[src/rtl/flop_from_int.sv]
// Signed integer to 13-bit flop converter: iterative one-bit-per-cycle normaliser, valid/ready both sides.
// Define FLOP_FROM_INT_ROUND_EN for round-to-nearest-even; default build truncates toward zero.
module flop_from_int #(
  parameter int INT_W = 16,
  parameter int EXP_W = 5,
  parameter int MAN_W = 7,
  parameter int BIAS  = 15
) (
  input  logic                   clk,
  input  logic                   reset,
  input  logic                   in_valid,
  output logic                   in_ready,
  input  logic [INT_W-1:0]       in_data,
  output logic                   out_valid,
  input  logic                   out_ready,
  output logic [EXP_W+MAN_W:0]   out_data,
  output logic                   out_ovf
);

  localparam int EW = $clog2(INT_W) + 1;

  localparam logic [1:0] IDLE = 2'd0;
  localparam logic [1:0] NORM = 2'd1;
  localparam logic [1:0] DONE = 2'd2;

  logic [1:0]       state;
  logic             sign;
  logic [INT_W-1:0] mag;
  logic [EW-1:0]    expo;

  logic [INT_W-1:0]   abs_in;
  logic [MAN_W-1:0]   man_t;
  logic               rnd;
  logic [MAN_W:0]     man_sum;
  logic [EXP_W:0]     bexp;
  logic               ovf;
  logic [EXP_W+MAN_W:0] pack_word;

  // Unsigned magnitude: the most negative input maps to 2^(INT_W-1) without wrapping.
  assign abs_in = in_data[INT_W-1] ? ('0 - in_data) : in_data;

  assign man_t = mag[INT_W-2 -: MAN_W];

`ifdef FLOP_FROM_INT_ROUND_EN
  logic guard, sticky;
  assign guard  = mag[INT_W-2-MAN_W];
  assign sticky = |mag[INT_W-3-MAN_W:0];
  assign rnd    = guard & (sticky | man_t[0]);
`else
  assign rnd = 1'b0;
`endif

  // A mantissa carry-out leaves the low bits zero and bumps the exponent.
  assign man_sum = {1'b0, man_t} + (MAN_W+1)'(rnd);
  assign bexp    = (EXP_W+1)'(expo) + (EXP_W+1)'(BIAS) + (EXP_W+1)'(man_sum[MAN_W]);
  assign ovf     = bexp >= (EXP_W+1)'((1 << EXP_W) - 1);

  always_comb begin
    pack_word = {sign, bexp[EXP_W-1:0], man_sum[MAN_W-1:0]};
    if (ovf)
      pack_word = {sign, EXP_W'((1 << EXP_W) - 2), {MAN_W{1'b1}}};
  end

  assign in_ready  = (state == IDLE);
  assign out_valid = (state == DONE);

  always_ff @(posedge clk) begin
    if (reset) begin
      state    <= IDLE;
      sign     <= 1'b0;
      mag      <= '0;
      expo     <= '0;
      out_data <= '0;
      out_ovf  <= 1'b0;
    end else begin
      case (state)
        IDLE: if (in_valid) begin
          sign <= in_data[INT_W-1];
          mag  <= abs_in;
          expo <= EW'(INT_W - 1);
          if (abs_in == '0) begin
            out_data <= '0;
            out_ovf  <= 1'b0;
            state    <= DONE;
          end else begin
            state <= NORM;
          end
        end
        NORM: if (mag[INT_W-1]) begin
          out_data <= pack_word;
          out_ovf  <= ovf;
          state    <= DONE;
        end else begin
          mag  <= mag << 1;
          expo <= expo - EW'(1);
        end
        DONE: if (out_ready) state <= IDLE;
        default: state <= IDLE;
      endcase
    end
  end

endmodule

[config.mk]
export PLATFORM = sky130hd
export DESIGN_NAME = flop_from_int
export DESIGN_NICKNAME = d
export VERILOG_FILES = /design/src/rtl/flop_from_int.sv
export SDC_FILE = /design/constraint.sdc
export NUM_CORES = 1
export LEC_CHECK = 0
export ABC_AREA = 1
export BUFFER_PORTS_ARGS = -buffer_cell sky130_fd_sc_hd__buf_2
export CAP_MARGIN = 20
export CORE_AREA = 3 3 86 88
export DETAILED_ROUTE_END_ITERATION = 8
export DIE_AREA = 0 0 89 91
export GPL_ROUTABILITY_DRIVEN = 0
export MAX_ROUTING_LAYER = met4
export PLACE_DENSITY = 0.51
export SYNTH_ARGS = -nofsm -noshare
export SYNTH_HDL_FRONTEND = slang
export SYNTH_SLANG_ARGS = --single-unit
[constraint.sdc]
create_clock -name clk -period 1.7 [get_ports clk]
set_input_delay 0.17 -clock clk [delete_from_list [all_inputs] [get_ports clk]]
set_output_delay 0.17 -clock clk [all_outputs]
set_load 0.01 [all_outputs]
==> out/metrics.yaml, run 1 <==
sta:
  setup_violations: 0
  fin_worst_skew_ns: 0.00728
  finalCritPeriodShare_pct: 93.4
  maxSlewHeadroom_pct: 66.0
  tns_ns: 0
  slew_viol_final: 0
  fmax_ghz: 0.630
  hold_slack_ns: 0.135
  tightest_slew_ns: 0.509
  hold_viol: 0
  min_period_ns: 1.59
critical_path:
  critPathMaxStageDelay_ns: 0.31
  crit_chain: "inv_1, ha_2, nand3_2, xnor2_2, o21ai_2, buf_6, o21ai_1, nand3_2, nand2_1, nor2_1"
  worst_r2r_startpoint: "expo[1]"
  critPathCaptureType: "flip-flop"
  crit_path_top_delay_cell: "dfxtp_1"
  required_ns: 1.89
  start_kind: "flip-flop"
  cp.arrival_ns: 1.78
  crit_top_cell: "nand3_2"
  crit_start: "expo[1]"
  crit_buf_inv: 2
  worstSetupPathType: "flip-flop to flip-flop"
  cp_max_fo: 5
  crit_family: "flip-flops"
floorplan:
  num_io_pins: 36
  rows: 30
  core_mm2: 0.00672
  die_area_mm2: 0.00810
  initial_utilization_pct: 34.3
  die_w_um: 89
  die_h_um: 91
yosys:
  yosysTopAreaCellShare_pct: 33.0
  syn-num-nets: 392
  synth.area.top_cells: "dfxtp_1 33%, nand2_1 15%, a21oi_1 9.1%"
  yosysTopAreaCell: "dfxtp_1"
  ys_seq_elements: 38
  netlist_area_mm2: 0.00231
  ys_types: 29
  yosysWarnings: 0
  syn_area_per_cell_um2: 6.25
  synth_cells: 369
  synth.yosys.seq_area_share_pct: 33.0
placed_design:
  detailed_place_hpwl_um: 4720
  postPlaceCellArea_mm2: 0.00291
  numPortBuffers: 35
route:
  wl_um: 6360
  wl_per_cell_um: 11.7
  antenna_left: 0
  vias: 2611
  routed_via_density: 4.82
  dr.pass1.iters: 4
  drc_errors: 0
  drt_iter0_drc: 97
cts:
  cts_tree: "done"
  cts_hold_buf: 0
  clock_path_buffers: 2
  cts_sinks: 38
  cts-root-buf: "clkbuf_8"
  clock_latency_ns: 0.29
  htree_levels: 2
  cts_made_buffers: 5
  clkTransAtPathRegs_ns: 0.08
hold_path:
  hp-class: "input port to flip-flop"
  worstHoldStart: "in_data[0]"
finish:
  diodes: 0
  nets: 484
  fillers: 718
  area_growth_pct: 41.5
  multi_input_area_mm2: 0.00140
  drive_gt1_share_pct: 32.7
  register_area_um2: 762
  fin_area_mm2: 0.00326
  utilization_pct: 48.6
global_routing:
  antenna_found_initial: 0
  grt_pass1_wl_um: 10300
  grt_overflow_total: 0
  grt_max_degree: 23
  grt_pass1_vias: 2335
  grt_util_all_layers_pct: 16.1
pwr:
  power_density_mw_per_mm2: 1630
  vdd_drop_max_v: 0.000739
  power.leakage_nw: 1.64
status:
  status: "completed"
run:
  max_cap_viol_count: 0
-- registers in the layout (all words and copies together), names as in the netlist --
signal and flops:
sign 1, out_ovf 1, expo 5, state 2, out_data 13, mag 16
-- placed cells by master (no fill, tap or decap), drive strengths merged --
cell      instances
buf              99
nand2            98
nor2             52
inv              44
a21oi            42
dfxtp            38
nand3            37
o21ai            25
clkbuf            7
nand4             3
ha                3
a221oi            2
a31oi             2
nor3              2
a221o             1
xnor2             1
nand3b            1
o31ai             1
xor2              1
o2111ai           1
bufinv            1
clkinvlp          1
-- logic make-up (layout without fill, tap and decap cells) --
kind of cell    Yosys count  in the layout  synth area share [%]
compound gates           74             74                  17.0
xor+xnor                  2              2                 0.760
fa+ha+maj                 3              3                  1.63
buf+inv                  61            152                  11.1
flops                    38             38                  33.0
simple gates            191            193                  36.5
-- tightest hold or removal path, cell delays in order --
cell and delay (ns):
buf_6 0.10, nand2_1 0.05, a21oi_1 0.05
-- per-stage QoR --
step / setup WS (ns) / total power (W) / instances
finish: 0.113 / 0.00531 / 542
global route: -0.0226 / 0.00577 / 542
CTS: 0.0234 / 0.00472 / 529
detailed placement: -0.273 / 0.00396 / 521
global placement: -0.232 / 0.00395 / 521
floorplan: 0.00596 / 0.00309 / 369
-- final timing paths --
kind,end,slack [ns],cells past startpoint
max,out_data[0],0.11,10
min,mag[0],0.13,3
max reg2reg,out_data[0],0.11,10
min reg2reg,sign,0.47,2
-- synth_stat cells, drive strengths merged --
cell type and instances:
a21oi 42, a221o 1, a221oi 2, a31oi 2, buf 10, clkbuf 7, dfxtp 38, ha 3
inv 44, nand2 96, nand3 37, nand3b 1, nand4 3, nor2 52, nor3 2, o2111ai 1
o21ai 25, o31ai 1, xnor2 1, xor2 1
-- area by class of cell --
| cell class | instances | area share [%] |
|---|---|---|
| inverters | 44 | 5.21 |
| repair inverters | 1 | 0.230 |
| well taps | 80 | 3.07 |
| multi-input cells | 272 | 42.9 |
| repair buffers | 99 | 21.9 |
| flip-flops and latches | 38 | 23.4 |
| clock buffers | 7 | 2.34 |
| clock inverters | 1 | 0.920 |
-- layer usage --
metal	track usage (%)	vias to the layer above	part of all wire, %
met5	-	-	0
met3	2.72	5	4.1
met1	22.3	1192	49
met4	3.35	0	0.69
li1	-	1370	-
met2	24.8	44	46
-- power by group --
part / switching, W / internal [W] / total, W
Clock: 0.000315 / 0.000439 / 0.000754
Combinational: 0.00175 / 0.00133 / 0.00308
Sequential: 0.000220 / 0.00125 / 0.00147
-- timing repair --
action | in CTS | in global routing
setup endpoints to repair | 0 | 32
setup buffers | 0 | 9
resized for setup | 0 | 50
Note: power is estimated with default switching activity, not from simulation.
==> run 2, diff against run 1 <==
--- a/config.mk
+++ b/config.mk
@@ -12,7 +12,6 @@
 export DETAILED_ROUTE_END_ITERATION = 8
 export DIE_AREA = 0 0 89 91
 export GPL_ROUTABILITY_DRIVEN = 0
-export MAX_ROUTING_LAYER = met4
 export PLACE_DENSITY = 0.51
 export SYNTH_ARGS = -nofsm -noshare
 export SYNTH_HDL_FRONTEND = slang
==> run 2 against run 1 <==
Net effect: sequential power hardly changed; wire length is 1.2% lower; critical endpoint is now out_data[9]; final area down 1.2%; worst setup slack worse by 0.030 ns; clock power increased by 0.5%; maximum frequency is 1.8% lower; largest power group unchanged; hold slack got worse by 0.010 ns; highest routed layer unchanged; register-to-register slack worse by 0.03 ns; sequential share of layout area up 0.29 points; critical path depth unchanged; largest cell class unchanged.
==> out/metrics.yaml, run 2 (synthesis results as in run 1) <==
status:
  status: "completed"
sta:
  hold_viol: 0  # unchanged
  fin_worst_skew_ns: 0.00611  # -0.00117 ns
  slew_viol_final: 0  # unchanged
  tightest_slew_ns: 0.507  # -0.00237 ns
  fmax_ghz: 0.618  # -1.8%
  tns_ns: 0  # unchanged
  finalCritPeriodShare_pct: 95.1  # +1.7 points
  setup_violations: 0  # unchanged
  maxSlewHeadroom_pct: 66.2  # +0.16 points
  min_period_ns: 1.62  # +0.0297 ns
critical_path:
  required_ns: 1.89  # about the same
  cp_max_fo: 5  # unchanged
  worstSetupPathType: "flip-flop to flip-flop"
  critPathCaptureType: "flip-flop"
  crit_chain: "inv_1, ha_2, nand3_2, xnor2_2, o21ai_2, buf_6, o21ai_0, nand3_1, nand2_1, nor2_1"
  cp.arrival_ns: 1.81  # +0.03 ns
  start_kind: "flip-flop"
  crit_path_top_delay_cell: "dfxtp_1"
  critPathMaxStageDelay_ns: 0.31  # about the same
floorplan:
  initial_utilization_pct: 34.3  # unchanged
  rows: 30  # unchanged
  die_h_um: 91  # unchanged
  num_io_pins: 36  # unchanged
  die_area_mm2: 0.00810  # unchanged
  core_mm2: 0.00672  # unchanged
  die_w_um: 89  # unchanged
cts:
  cts-root-buf: "clkbuf_8"
  clkTransAtPathRegs_ns: 0.07  # about the same
  cts_hold_buf: 0  # unchanged
  clock_latency_ns: 0.29  # about the same
  clock_path_buffers: 2  # unchanged
  cts_made_buffers: 5  # unchanged
  htree_levels: 2  # unchanged
  cts_sinks: 38  # unchanged
  cts_tree: "done"
hold_path:
  hp-class: "input port to flip-flop"
placed_design:
  dpl.cell_count: 521  # unchanged
  postPlaceCellArea_mm2: 0.00291  # unchanged
  detailed_place_hpwl_um: 4720  # unchanged
  numPortBuffers: 35  # unchanged
finish:
  layout_common_cells: "88 x nand2_1, 57 x buf_4, 40 x nor2_1"
  final_common_cell: "nand2_1"
  fin_area_mm2: 0.00322  # -1.2%
  fin_cells: 539  # -0.55%
  area_growth_pct: 39.8
  reg.largest.list: "mag: 16 flops, out_data: 13 flops, expo: 5 flops"
  max_flop_register: "mag"
  diodes: 0  # unchanged
  largest_reg_flops: 16  # unchanged
  drive_gt1_share_pct: 32.0  # -0.66 points
  nets: 481  # -0.62%
route:
  drc_errors: 0  # unchanged
  wl_per_cell_um: 11.7  # -0.68%
  antenna_left: 0  # unchanged
  vias: 2587  # -0.92%
  drt_iter0_drc: 68  # -30%
  routed_via_density: 4.80  # -0.37%
  wl_um: 6290  # -1.2%
  dr.pass1.iters: 5  # +1
global_routing:
  antenna_found_initial: 0  # unchanged
  grt_overflow_total: 0  # unchanged
  grt_pass1_vias: 2338  # +0.13%
  grt_max_degree: 23  # unchanged
  grt_pass1_wl_um: 10300  # -0.14%
  grt_util_all_layers_pct: 15.7  # -0.44 points
pwr:
  power_density_mw_per_mm2: 1610  # -0.83%
  power.leakage_nw: 1.62  # -1.3%
  vdd_drop_max_v: 0.000744  # +0.66%
run:
  max_cap_viol_count: 0  # unchanged
run 2: cell type report:
type | count | area [um2]
clock buffer | 7 | 76.3
clock inverter | 1 | 30.0
fill | 721 | 3500
inverter | 44 | 168
multi-input combinational | 270 | 1380
sequential | 38 | 762
tap | 80 | 100
timing repair buffer | 98 | 701
timing repair inverter | 1 | 7.51
run 2: worst max-delay path, delay by kind of cell (launching register included):
| kind | cells | cell delay [ns] |
|---|---|---|
| AO/OA/AOI/OAI | 2 | 0.25 |
| XOR/XNOR | 1 | 0.22 |
| adder cells (fa/ha/maj) | 1 | 0.21 |
| buffers and inverters | 2 | 0.24 |
| flip-flops | 1 | 0.31 |
| AND/OR/NAND/NOR | 4 | 0.30 |
run 2: what timing repair did:
item / CTS / global route
setup buffers: 0 / 8
endpoints found under the setup margin: 0 / 32
gates resized for setup: 0 / 45
run 2: layer usage:
| layer | track usage [%] | share of wire, % | wire length, um |
|---|---|---|---|
| met1 | 22.3 | 49 | 3100 |
| met2 | 24.8 | 46 | 2910 |
| met3 | 2.72 | 3.8 | 237 |
| met4 | 3.35 | 0.68 | 43 |
| met5 | 0 | 0 | 0 |
run 2: worst paths after layout:
path | slack [ns] | from | to | depth (start not counted)
setup / recovery | 0.08 | expo[1] | out_data[9] | 10
hold / removal | 0.12 | in_data[0] | mag[0] | 3
setup reg to reg | 0.08 | expo[1] | out_data[9] | 10
hold reg to reg | 0.47 | sign | sign | 2
run 2: report_power, final:
group	switching [W]	internal (W)	leakage (nW)
registers	0.000223	0.00125	0.313
logic	0.00169	0.00128	1.25
clock network	0.000319	0.000439	0.0524
total	0.00223	0.00297	1.62
run 2: metrics by stage:
step,util [%],hold slack [ns],setup slack [ns],power [W]
final,48.0,0.125,0.0830,0.00520
after detailed placement,43.3,0.443,-0.273,0.00396
after floorplan,-,0.317,0.00596,0.00309
after global placement,43.3,0.442,-0.232,0.00395
after CTS,44.9,0.133,0.0234,0.00472
after global routing,48.0,0.136,-0.0428,0.00564
